### src/rtl/wokwi_395522292785089537_pkg.sv
// Shared types and constants for the 8-bit accumulator/ALU tile.
// Holds the opcode encoding, the datapath width and the default parameter values.
package wokwi_395522292785089537_pkg;

    localparam int W = 8;

    localparam logic [W-1:0] RESET_VALUE_DEF = 8'h00;
    localparam logic [W-1:0] LFSR_TAPS_DEF   = 8'hB8;

    typedef enum logic [2:0] {
        OP_NOP  = 3'b000,
        OP_LOAD = 3'b001,
        OP_ADD  = 3'b010,
        OP_SUB  = 3'b011,
        OP_SHL  = 3'b100,
        OP_SHR  = 3'b101,
        OP_XOR  = 3'b110,
        OP_LFSR = 3'b111
    } op_e;

endpackage

### src/rtl/wokwi_395522292785089537_alu.sv
// Next-accumulator function for one opcode; SATURATE_EN clamps ADD/SUB instead of wrapping.
// Latency: purely combinational.
// Backpressure: none, a result is produced for every input combination.
module wokwi_395522292785089537_alu
    import wokwi_395522292785089537_pkg::*;
#(
    parameter logic [W-1:0] LFSR_TAPS = LFSR_TAPS_DEF
) (
    input  op_e          op,
    input  logic [W-1:0] acc,
    input  logic [4:0]   opd,
    output logic [W-1:0] next_acc
);

    logic [W-1:0] opd_ext;
    logic [W-1:0] add_res;
    logic [W-1:0] sub_res;
    logic [W-1:0] lfsr_res;

    assign opd_ext = {3'b000, opd};

`ifdef SATURATE_EN
    logic [W:0] sum;
    logic [W:0] diff;

    assign sum     = {1'b0, acc} + {1'b0, opd_ext};
    assign diff    = {1'b0, acc} - {1'b0, opd_ext};
    // The extra MSB is the carry on ADD and the borrow on SUB.
    assign add_res = sum[W]  ? {W{1'b1}} : sum[W-1:0];
    assign sub_res = diff[W] ? {W{1'b0}} : diff[W-1:0];
`else
    assign add_res = acc + opd_ext;
    assign sub_res = acc - opd_ext;
`endif

    // Zero is a lock-up state for the Galois register, so it is kicked to 1.
    assign lfsr_res = (acc == '0) ? 8'h01
                    : ((acc >> 1) ^ (acc[0] ? LFSR_TAPS : {W{1'b0}}));

    always_comb begin
        next_acc = acc;
        unique case (op)
            OP_NOP:  next_acc = acc;
            OP_LOAD: next_acc = opd_ext;
            OP_ADD:  next_acc = add_res;
            OP_SUB:  next_acc = sub_res;
            OP_SHL:  next_acc = {acc[W-2:0], opd[0]};
            OP_SHR:  next_acc = {opd[0], acc[W-1:1]};
            OP_XOR:  next_acc = acc ^ opd_ext;
            OP_LFSR: next_acc = lfsr_res;
            default: next_acc = acc;
        endcase
    end

endmodule

### src/rtl/wokwi_395522292785089537.sv
// Registered 8-bit accumulator tile executing one ui_in opcode per clock (SATURATE_EN selects clamping ADD/SUB).
// Latency: 1 cycle from ui_in to uo_out, output driven straight from the register.
// Backpressure: none, an opcode is consumed every cycle.
module wokwi_395522292785089537
    import wokwi_395522292785089537_pkg::*;
#(
    parameter logic [W-1:0] RESET_VALUE = RESET_VALUE_DEF,
    parameter logic [W-1:0] LFSR_TAPS   = LFSR_TAPS_DEF
) (
    input  logic         clk,
    input  logic         rst,
    input  logic [W-1:0] ui_in,
    output logic [W-1:0] uo_out
);

    logic [W-1:0] acc;
    logic [W-1:0] next_acc;

    wokwi_395522292785089537_alu #(
        .LFSR_TAPS (LFSR_TAPS)
    ) u_alu (
        .op       (op_e'(ui_in[7:5])),
        .acc      (acc),
        .opd      (ui_in[4:0]),
        .next_acc (next_acc)
    );

    always_ff @(posedge clk) begin
        if (rst) begin
            acc <= RESET_VALUE;
        end else begin
            acc <= next_acc;
        end
    end

    assign uo_out = acc;

endmodule

### config.mk
export PLATFORM = sky130hd
export DESIGN_NAME = wokwi_395522292785089537
export DESIGN_NICKNAME = d
export VERILOG_FILES = /design/src/rtl/wokwi_395522292785089537_pkg.sv /design/src/rtl/wokwi_395522292785089537_alu.sv /design/src/rtl/wokwi_395522292785089537.sv
export SDC_FILE = /design/constraint.sdc
export NUM_CORES = 1
export LEC_CHECK = 0
export BUFFER_PORTS_ARGS = -buffer_cell sky130_fd_sc_hd__buf_2
export CAP_MARGIN = 20
export CORE_ASPECT_RATIO = 0.8
export CORE_MARGIN = 5
export CORE_UTILIZATION = 35
export CTS_BUF_LIST = sky130_fd_sc_hd__clkbuf_8 sky130_fd_sc_hd__clkbuf_16
export DETAILED_ROUTE_END_ITERATION = 10
export PLACE_DENSITY = 0.65
export SYNTH_ARGS = -nofsm -noshare
export SYNTH_HDL_FRONTEND = slang
export SYNTH_SLANG_ARGS = --single-unit
### constraint.sdc
create_clock -name clk -period 4.4 [get_ports clk]
set_input_delay 0.66 -clock clk [delete_from_list [all_inputs] [get_ports clk]]
set_output_delay 0.66 -clock clk [all_outputs]
set_load 0.005 [all_outputs]
* Yosys cells after proc, flatten, opt, wreduce, memory -nomap -nowiden
Index checks and enable logic that the tools add are counted.
Storage, ports and cells: output and inout port bits 8, input bits 10, logic and storage cells 17, register bits after elaboration 8
Operators by class: equality and inequality tests 7, bitwise logic cells 2, reduce and logical (&&, ||, !) cells 2, multiplexer cells 3, $add $sub $neg 2
Operators with widths (number):
- $pmux W8 S7 | 1
- $mux W8 | 2
- $eq A3 B3 Y1 const B | 4
- $add A8 B5 Y8 | 1
- $logic_not A8 Y1 | 1
- $sub A8 B5 Y8 | 1
- $xor A7 B8 Y8 | 1
- $xor A8 B5 Y8 | 1
- $eq A3 B2 Y1 const B | 2
- $eq A3 B1 Y1 const B | 1
- $logic_not A3 Y1 | 1

* Logic depth before layout (Yosys ltp)
word-level depth 4, depth in mapped cells 12, depth with buffers taken out 11

* By module
Synthesis repeated with hierarchy kept, for this count alone.
Unflattened totals: cells, all modules 150, area total of the unflattened synthesis 1161.1 um2
Modules (own cells, without submodules):
- wokwi_395522292785089537_alu | cells an instance 134, sequential area each 0.0 um2, instances 1, area an instance 950.9 um2
- wokwi_395522292785089537 | cells an instance 16, sequential area each 160.2 um2, instances 1, area an instance 210.2 um2

* Worst setup path before layout
No wires, ideal clock.
path kind input to register, start point in ui_in[5], end point reg acc[3] (netlist: uo_out[3]), required time 4297 ps, stages 11, data arrival time 2523 ps, setup time 103 ps, path slack 1773 ps, buffers on the path 1, path through buf_4 -> inv_2 -> or2_1 -> o21ai_1 -> inv_1 -> ha_1 -> nor2b_1 -> o31a_1 -> a21oi_1 -> o21ai_1 -> a2111oi_2
On the way: cells in the longest elaborated chain, start to end 2, elaborated cells on any way between the ends 9, those cells by class eq/ne: 7; mux: 1; reduce/logical: 1
Ends and longest elaborated chain:
- start: declaration | RTL line wokwi_395522292785089537.sv:12 | input logic [W-1:0] ui_in,
- $eq A3 B3 Y1, or another cell as far along | RTL line wokwi_395522292785089537_alu.sv:42 | unique case (op)
- $pmux W8 S7 | RTL line wokwi_395522292785089537_alu.sv:42
- end signal: assignment | RTL line wokwi_395522292785089537.sv:32 | acc <= next_acc;
- end: declaration | RTL line wokwi_395522292785089537.sv:16 | logic [W-1:0] acc;
Several ways; a longest one is shown, not always the timed one. A chain may end at the register's enable or synchronous reset.

* Worst setup path in the final report
start point in ui_in[6], end point reg acc[3] (netlist: uo_out[3])
Same word-level chain as after synthesis.

==> summary.md <==
| Metric | Value |
|---|---|
| Outcome | `finished, final reports clean` |
| Worst Skew | `between 0.0003 and 0.0004 ns` |
| Tmin final | `between 2 and 3 ns` |
| Simple-gate share of the synthesized area | `around a quarter` |
| Post-synthesis cell type count | `48` |
| DRC errors left | `0` |
| Seq cells post-synth | `8` |
| CTS tree | `yes` |
| Clock root cell | `clkbuf_8` |
| Startpoint Class | `input pin` |
| Drt pass-1 iters | `4` |
| Ports | `18` |
| Worst hold path class | `flip-flop to flip-flop` |
| Sequential share of the synthesized area | `about 14%` |
| Port Buffers | `17` |
| Share of post-route cells with drive strength above 1 | `about 18%` |
| Post-synthesis adder-cell area fraction | `10.6%` |
| # fillers | `roughly 320` |
| Vias in the first global route | `approximately 1.1k` |
| Total track usage | `roughly 15%` |
| Critical path's top delay family | `compound AO/OA/AOI/OAI gates` |
| Xor/xnor share of the synthesized area | `10.9%` |
| Worst-skew pair later-pin latency | `0.23 ns` |
| Antenna cells | `0` |
| Synth top cells by count | `nor2_1, a21oi_1, xnor2_1` |
| Final wirelength | `between 3 and 4 mm` |
| Final WS setup | `about 1.5 ns` |
| Max-Slew Margin vs Limit | `~70%` |
| Max VDD drop | `approximately 0.17 mV` |
| H-tree levels | `1` |
| Worst Path Required | `around 4.5 ns` |
| TNS Setup | `0 ns` |
| Routed via count | `~1.1k` |
| TritonCTS Buffers | `3` |
| # rows | `18` |
| Remaining Overflow, GRT | `0` |
| Power Dens Cells | `275 nW/um^2` |
| Setup violations, final | `0` |
| Detail Placement HPWL | `2.30 mm` |
| Die H | `around 61 um` |
| Worst path bufs/invs | `2` |
| Post-cts resize count | `0` |
| Unrepaired setup endpoints after global routing | `false` |
| Initial antenna violation count | `0` |
| Via density | `approximately 5.6` |
| Cts hold-fix bufs | `0` |
| Leakage Power | `0.537 nW` |
| Post-route ant nets | `0` |
| Synth Area in Compound Gates | `a little under a third` |
| Top-count cell post-synth | `nor2_1` |
| Post-synth EDFFs | `0` |
| Synth area leaders | `dfxtp_1, ha_1, xnor2_1, nor2_1, a21oi_1` |
| Cell Area, Synth | `1130 um^2` |
| Setup Crit Path Kind | `input pin to flip-flop` |
| Largest family of logic cells by synthesized area | `compound AO/OA/AOI/OAI gates` |
| # clock sinks | `8` |
| Slew Viols, Final | `0` |
| Hold Vio Cnt, Final | `0` |
| Number of max-cap violations | `0` |
| CTS max path bufs | `2` |
| Most used cell, CP | `o21ai_1` |
| Post-Syn Instances | `150` |
| Largest register FFs | `8` |
| CP Cell Sequence | `buf_2 > nand2b_1 > or2_1 > o21ai_1 > inv_1 > ha_1 > nor2b_1 > o31a_1 > a21oi_1 > o21ai_1 > a2111oi_2` |
| Post-Syn Area per Cell | `roughly 7.5 um^2` |
| Initial DRC Count | `50` |
| Post-synth top area cell | `dfxtp_1` |
| Async S/R FF share, synth | `0%` |
| Net count after synthesis | `169` |
| Synth Warn # | `0` |
| Nets@finish | `between 150 and 200` |
| Yosys top cell area share | `14.2%` |
| Clock-pin transition on the worst setup and hold timing paths | `about 0.04 ns` |
| Die area | `about 4500 um^2` |
| Mux contribution to synthesized area | `2.66%` |
| Area delta synth->final | `10.6%` |
| First-pass GRT wire length | `about 5 mm` |
| Final Non-Filler Cells | `between 200 and 250` |
| GP Congestion | `0.924` |
| Period utilization | `66.7%` |
| Dpl cells | `200` |
| Overall die width | `~73 um` |
| FMAX | `341 MHz` |
| Drt wl/cell | `roughly 15 um` |
| Post-synth top flop | `dfxtp_1` |
| Slowest-stage cell, CP | `a2111oi_2` |
| Critical-path maximum fanout | `25` |
| Dpl ws | `1.26 ns` |
| Largest net degree at the start of global routing | `26` |
| Postcts setup bufs | `0` |
| Starting Density | `between 30 and 40%` |
| Worst Tran Pin Value | `about 0.42 ns` |
| Slowest stage delay, CP | `between 0.3 and 0.4 ns` |
| CP Capture Type | `flip-flop` |
| Worst Path Arrival | `approximately 3 ns` |
| Total power | `around 0.34 mW` |
| WHS | `between 0.6 and 0.7 ns` |
| Core area | `between 3000 and 4000 um^2` |
metal layers:
layer | global-route usage [%] | routed length, um
met4 | 6.72 | 29
met1 | 20.3 | 1530
met2 | 23.4 | 1340
met3 | 1.99 | 129
met5 | 0 | 0
final cells by class:
type	count	area [um^2]	share of cell area [%]
inverters	8	30.0	2.40
flip-flops and latches	8	160	12.8
multi-input cells	127	882	70.6
well taps	40	50.0	4.01
repair buffers	17	85.1	6.81
clock buffers	3	41.3	3.31
placed cells by master (no fill, tap or decap), drive strengths merged, types with 3 or more instances in the layout:
master,count
xor2,3
clkbuf,3
nor2,18
dfxtp,8
buf,17
inv,8
xnor2,11
o22ai,3
o21ai,13
nor3,7
nand2,10
o21a,4
a21oi,13
ha,8
nand2b,3
mux2i,3
final timing paths:
check	startpoint	endpoint	slack [ns]	depth (start not counted)
hold / removal	uo_out[2]$_SDFFE_PP0P_	uo_out[2]$_SDFFE_PP0P_	0.61	2
setup reg to reg	uo_out[0]$_SDFFE_PP0P_	uo_out[4]$_SDFFE_PP0P_	2.39	8
setup / recovery	ui_in[6]	uo_out[3]$_SDFFE_PP0P_	1.46	11
hold reg to reg	uo_out[2]$_SDFFE_PP0P_	uo_out[2]$_SDFFE_PP0P_	0.61	2
stage by stage:
step / area [um^2] / utilization [%]
5_1_grt: 1250 / 40.5
3_5_place_dp: 1210 / 39.1
3_3_place_gp: 1210 / 39.1
6_report: 1250 / 40.5
2_1_floorplan: 1130 / -
4_1_cts: 1250 / 40.5
worst reg2reg max path, cell delays in order (launching register included):
cell     delay (ns)
dfxtp_1        0.44
inv_1          0.07
ha_1           0.21
fa_1           0.40
nor2b_1        0.14
o21ai_1        0.12
and4b_1        0.23
nor3_1         0.20
o21a_1         0.14
cell families (layout without fill, tap and decap cells):
family / after synthesis / count (layout)
xor gates and xnor gates: 14 / 14
adders and majority gates: 9 / 9
muxes: 3 / 3
DFF: 8 / 8
buffers and inverters: 15 / 28
and+or+nand+nor: 52 / 52
AOI/OAI and AO/OA: 49 / 49
power by group:
part / internal [mW] / switching, mW
registers: 0.0807 / 0.0167
logic: 0.0700 / 0.0845
clock network: 0.0595 / 0.0314
total: 0.210 / 0.133
Note: power is estimated with default switching activity, not from simulation.
